--- config.mk ---
export PLATFORM = sky130hd
export DESIGN_NAME = imm_ext_pipe
export DESIGN_NICKNAME = d
export VERILOG_FILES = /design/src/rtl/mips_pkg.sv /design/src/rtl/imm_ext_fifo.sv /design/src/rtl/imm_ext_pipe.sv
export SDC_FILE = /design/constraint.sdc
export NUM_CORES = 1
export LEC_CHECK = 0
export CAP_MARGIN = 20
export CORE_MARGIN = 2
export CORE_UTILIZATION = 55
export DETAILED_ROUTE_END_ITERATION = 10
export GPL_TIMING_DRIVEN = 1
export PLACE_DENSITY_LB_ADDON = 0.12
export SLEW_MARGIN = 20
export SYNTH_ARGS = -nofsm -noshare
export SYNTH_HDL_FRONTEND = slang
export SYNTH_SLANG_ARGS = --single-unit
--- constraint.sdc ---
create_clock -name CLK -period 4.7 [get_ports CLK]
set_clock_uncertainty 0.15 [all_clocks]
set_input_delay 0.705 -clock CLK [delete_from_list [all_inputs] [get_ports CLK]]
set_output_delay 0.705 -clock CLK [all_outputs]
set_load 0.02 [all_outputs]
--- src/rtl/mips_pkg.sv ---
// Shared MIPS datapath definitions: immediate-extension mode encodings and default widths.
package mips_pkg;

  localparam int MODE_W     = 3;
  localparam int WL_DEFAULT = 32;

  localparam logic [MODE_W-1:0] MODE_SIGN   = 3'b000;
  localparam logic [MODE_W-1:0] MODE_ZERO   = 3'b001;
  localparam logic [MODE_W-1:0] MODE_LUI    = 3'b010;
  localparam logic [MODE_W-1:0] MODE_BRANCH = 3'b011;

  // Every encoding with the top bit set is reserved.
  function automatic logic isIllegalMode(input logic [MODE_W-1:0] mode);
    return mode[MODE_W-1];
  endfunction

endpackage

--- src/rtl/imm_ext_fifo.sv ---
// DEPTH-entry synchronous buffer with wrapping pointers and an occupancy count.
module imm_ext_fifo #(
  parameter int DEPTH = 2,
  parameter int PW    = 38
) (
  input  logic          clk_i,
  input  logic          rst_ni,
  input  logic          push_i,
  input  logic          pop_i,
  input  logic [PW-1:0] wrData_i,
  output logic [PW-1:0] rdData_o,
  output logic          full_o,
  output logic          empty_o
);

  localparam int AW   = $clog2(DEPTH);
  localparam int CNTW = AW + 1;

  logic [PW-1:0]   mem_q [DEPTH];
  logic [AW-1:0]   wrPtr_q, wrPtr_d;
  logic [AW-1:0]   rdPtr_q, rdPtr_d;
  logic [CNTW-1:0] count_q, count_d;
  logic            doPush, doPop;

  assign full_o   = (count_q == CNTW'(DEPTH));
  assign empty_o  = (count_q == '0);
  assign doPush   = push_i & ~full_o;
  assign doPop    = pop_i & ~empty_o;
  assign rdData_o = mem_q[rdPtr_q];

  // DEPTH is a power of two, so plain increments wrap the pointers.
  always_comb begin
    wrPtr_d = wrPtr_q;
    rdPtr_d = rdPtr_q;
    count_d = count_q;
    if (doPush) wrPtr_d = wrPtr_q + AW'(1);
    if (doPop)  rdPtr_d = rdPtr_q + AW'(1);
    case ({doPush, doPop})
      2'b10:   count_d = count_q + CNTW'(1);
      2'b01:   count_d = count_q - CNTW'(1);
      default: count_d = count_q;
    endcase
  end

  always_ff @(posedge clk_i or negedge rst_ni) begin
    if (!rst_ni) begin
      wrPtr_q <= '0;
      rdPtr_q <= '0;
      count_q <= '0;
    end else begin
      wrPtr_q <= wrPtr_d;
      rdPtr_q <= rdPtr_d;
      count_q <= count_d;
    end
  end

  always_ff @(posedge clk_i) begin
    if (doPush) mem_q[wrPtr_q] <= wrData_i;
  end

endmodule

--- src/rtl/imm_ext_pipe.sv ---
// Pipelined immediate-extension unit: extends at accept time and buffers results
// so decode can run ahead of the ALU/branch-target stages during stalls.
module imm_ext_pipe
  import mips_pkg::*;
#(
  parameter int WL    = WL_DEFAULT,
  parameter int IW    = 16,
  parameter int DEPTH = 2,
  parameter int TW    = 5,
  parameter int CW    = 8
) (
  input  logic              CLK,
  input  logic              RST_N,
  input  logic              InValid,
  output logic              InReady,
  input  logic [IW-1:0]     Imm,
  input  logic [MODE_W-1:0] Mode,
  input  logic [TW-1:0]     InTag,
  output logic              OutValid,
  input  logic              OutReady,
  output logic [WL-1:0]     SImm,
  output logic [TW-1:0]     OutTag,
  output logic              OutErr,
  output logic [CW-1:0]     ErrCnt
);

  localparam int PW = WL + TW + 1;

  logic [WL-1:0] signExt;
  logic [WL-1:0] extVal;
  logic          extErr;
  logic          accept;
  logic          fifoFull, fifoEmpty;
  logic [PW-1:0] headData;
  logic [CW-1:0] errCnt_q, errCnt_d;

  always_comb begin
    signExt = {{(WL-IW){Imm[IW-1]}}, Imm};
    extVal  = '0;
    extErr  = 1'b0;
    case (Mode)
      MODE_SIGN:   extVal = signExt;
      MODE_ZERO:   extVal = {{(WL-IW){1'b0}}, Imm};
      MODE_LUI:    extVal = {Imm, {(WL-IW){1'b0}}};
      MODE_BRANCH: extVal = {signExt[WL-3:0], 2'b00};
      default:     extErr = 1'b1;
    endcase
  end

  assign accept   = InValid & InReady;
  assign InReady  = ~fifoFull;
  assign OutValid = ~fifoEmpty;

  imm_ext_fifo #(
    .DEPTH (DEPTH),
    .PW    (PW)
  ) u_fifo (
    .clk_i    (CLK),
    .rst_ni   (RST_N),
    .push_i   (accept),
    .pop_i    (OutReady),
    .wrData_i ({extVal, InTag, extErr}),
    .rdData_o (headData),
    .full_o   (fifoFull),
    .empty_o  (fifoEmpty)
  );

  // Buffer storage is never reset, so the head is masked until it holds a real entry.
  assign SImm   = OutValid ? headData[PW-1 -: WL] : '0;
  assign OutTag = OutValid ? headData[TW:1]       : '0;
  assign OutErr = OutValid & headData[0];
  assign ErrCnt = errCnt_q;

  always_comb begin
    errCnt_d = errCnt_q;
    if (accept && isIllegalMode(Mode) && (errCnt_q != '1)) errCnt_d = errCnt_q + CW'(1);
  end

  always_ff @(posedge CLK or negedge RST_N) begin
    if (!RST_N) errCnt_q <= '0;
    else        errCnt_q <= errCnt_d;
  end

endmodule

==> metrics <==
outcome finished, final reports clean; crit path max fanout 20; Tot Pwr 0.00307 W; Crit Path Class reg2out; post-synthesis net count 315; drt total wl 7.90 mm; shortest period the worst path allows 3.40 ns; Die Span X 88.1 um; worst-case clock buffer depth 2; clock network fraction of total power 0.150; setup total negative slack 0 ns; IO buf count 75; fillers 519; dpl cell area 4690 um^2; Placed Cells incl. Taps 440; NumNets Final 386; post-route clock period utilization 0.724; Fmax 0.294 GHz; Core Rows 30; largest net degree at the start of global routing 40; Synth Instances 285; most common cell after layout, fill and taps aside edfxtp_1; Psw 0.00115 W; post-cts resize count 0; power per standard cell area 627 nW/um^2; Hold Fails Final Rpt 0; switching part of the total 0.375; Yosys warnings 0; Post-Syn Area 3890 um^2; fraction of layout cells with a size suffix above 1 0.0970; non-filler cells, final 457; hold crit path type reg2reg; # hold bufs at CTS 0; clock root cell clkbuf_8; number of remaining DRC errors 0; Pre-antenna DRT Iters 4; vias per inst 5.51; vias in the first global route 2537; TritonCTS clock tree yes; critical path endpoint category primary output; die height 88.1 um; MaxCap Viol Count 0; Initial Util 0.569; H-tree depth 3; Seq/Total Area, Yosys 0.664; area of all placed cells without fillers 4900 um^2; Reg clk slew, reported paths 0.09 ns; # clock sinks 88; Slew HR 0.369; post-route ant nets 0; ant diodes 0; post-place setup slack 1.65 ns; critical path required time 3.85 ns; VDD IR max 0.389 mV; Worst-Skew Late Latency 0.35 ns; detailed placement HPWL 5.17 mm; Worst Path Arrival 2.55 ns; number of post-CTS setup repair buffers 0; core footprint 6830 um^2; Die Footprint 7760 um^2; Netlist cell types 37; Comb pwr share 0.441; Seq cells post-synth 88; area grow syn2layout 25.9%; Routability Congestion 0.804; gr ovfl total 0; crit start category register; initial antenna violation count 0; TritonCTS buffer count 9; most frequent cells in the layout edfxtp_1, clkdlybuf4s50_1, nor2_1, mux2i_1; Internal 0.00192 W; cell leakage power 1.93 nW; Syn Area/Cell 13.6 um^2; RSZ-0062 raised after global routing false; wire length per cell 17.3 um; first-pass GRT wire length 12.2 mm; global-route usage over all layers 0.212; drt first-iter violations 164; worst-margin pin slew 0.943 ns; sequential share of power 0.409; final slew viol count 0; I/O pins 76; via count 2519; Final setup viols 0; Worst Setup Slack, final 1.30 ns
-- metrics by stage --
step                utilization  hold WS [ns]
floorplan                     -         0.259
global placement          0.687         0.351
detailed placement        0.687         0.374
CTS                       0.712         0.385
global route              0.717         0.399
finish                    0.717         0.382
-- layout make-up --
cell class	instances	area, um^2	share of cell area
Sequential cell	88	2590	0.528
Clock inverter	6	46.3	0.00946
Clock buffer	10	128	0.0261
Tap cell	96	120	0.0245
Timing Repair Buffer	77	786	0.160
Multi-Input combinational cell	176	1210	0.248
Inverter	4	15.0	0.00307
-- path summary, 6_finish.rpt --
kind                            slack, ns                       endpoint  cells after the start                     startpoint
max in group asynchronous            3.40     u_fifo.rdPtr_q$_DFFE_PN0P_                      1                          RST_N
worst min register to register       0.38  u_fifo.count_q[1]$_DFFE_PN0P_                      1  u_fifo.count_q[1]$_DFFE_PN0P_
min in group asynchronous            0.56  u_fifo.count_q[1]$_DFFE_PN0P_                      1                          RST_N
worst min-delay path                 0.38  u_fifo.count_q[1]$_DFFE_PN0P_                      1  u_fifo.count_q[1]$_DFFE_PN0P_
worst max register to register       1.93  u_fifo.count_q[1]$_DFFE_PN0P_                      7  u_fifo.count_q[0]$_DFFE_PN0P_
worst max-delay path                 1.30                        SImm[1]                      4  u_fifo.count_q[0]$_DFFE_PN0P_
-- cells in the mapped netlist (all sizes together) --
cell	n	area, um^2
xnor2	3	26.3
a21o	14	105
nand2b	2	12.5
nor2	62	235
mux2	4	48.8
nor3	2	26.3
nor3b	3	27.5
a41oi	1	8.76
edfxtp	76	2280
mux2i	40	400
nor2b	2	20.0
buf	13	73.8
and2	2	12.5
nand3	6	35.0
a22oi	14	105
nand2	7	26.3
ha	2	25.0
xor2	3	26.3
dfrtp	12	300
inv	4	15.0
o21a	1	7.51
and3	2	12.5
or3	2	13.8
a21oi	2	10.0
clkbuf	4	15.0
a31oi	2	18.8
-- cell families after synthesis --
group	synth area share
AOI/OAI and AO/OA	0.0656
xor gates and xnor gates	0.0135
adders and majority gates	0.00643
buffers and inverters	0.0267
DFF	0.664
muxes	0.115
and+or+nand+nor	0.108
-- flip-flops by register name, summed over array words and instances, names as in the netlist --
name and flops:
u_fifo.mem_q 76, u_fifo.wrPtr_q 1, u_fifo.count_q 2, ErrCnt 8, u_fifo.rdPtr_q 1
-- critical path, stage by stage, from the launching register on --
cell             delay (ns)
dfrtp_1                0.46
nor2_2                 0.71
buf_4                  0.38
nor2_1                 0.09
clkdlybuf4s50_1        0.55
-- power by group through the flow --
stage / clock network [W] / registers [W] / logic (W)
floorplan: 0 / 0.00120 / 0.000823
global placement: 0 / 0.00126 / 0.00133
detailed placement: 0 / 0.00128 / 0.00135
CTS: 0.000467 / 0.00126 / 0.00136
global route: 0.000498 / 0.00128 / 0.00146
finish: 0.000460 / 0.00126 / 0.00135
-- layer usage --
metal	part of all wire	wire length [um]	global-route usage	vias up
met5	0	0	0	-
met4	0.011	89	0.0537	0
met3	0.051	405	0.0528	9
met2	0.50	3970	0.349	89
met1	0.44	3440	0.288	1246
li1	-	-	-	1175
Power figures use the tool's default switching activity.
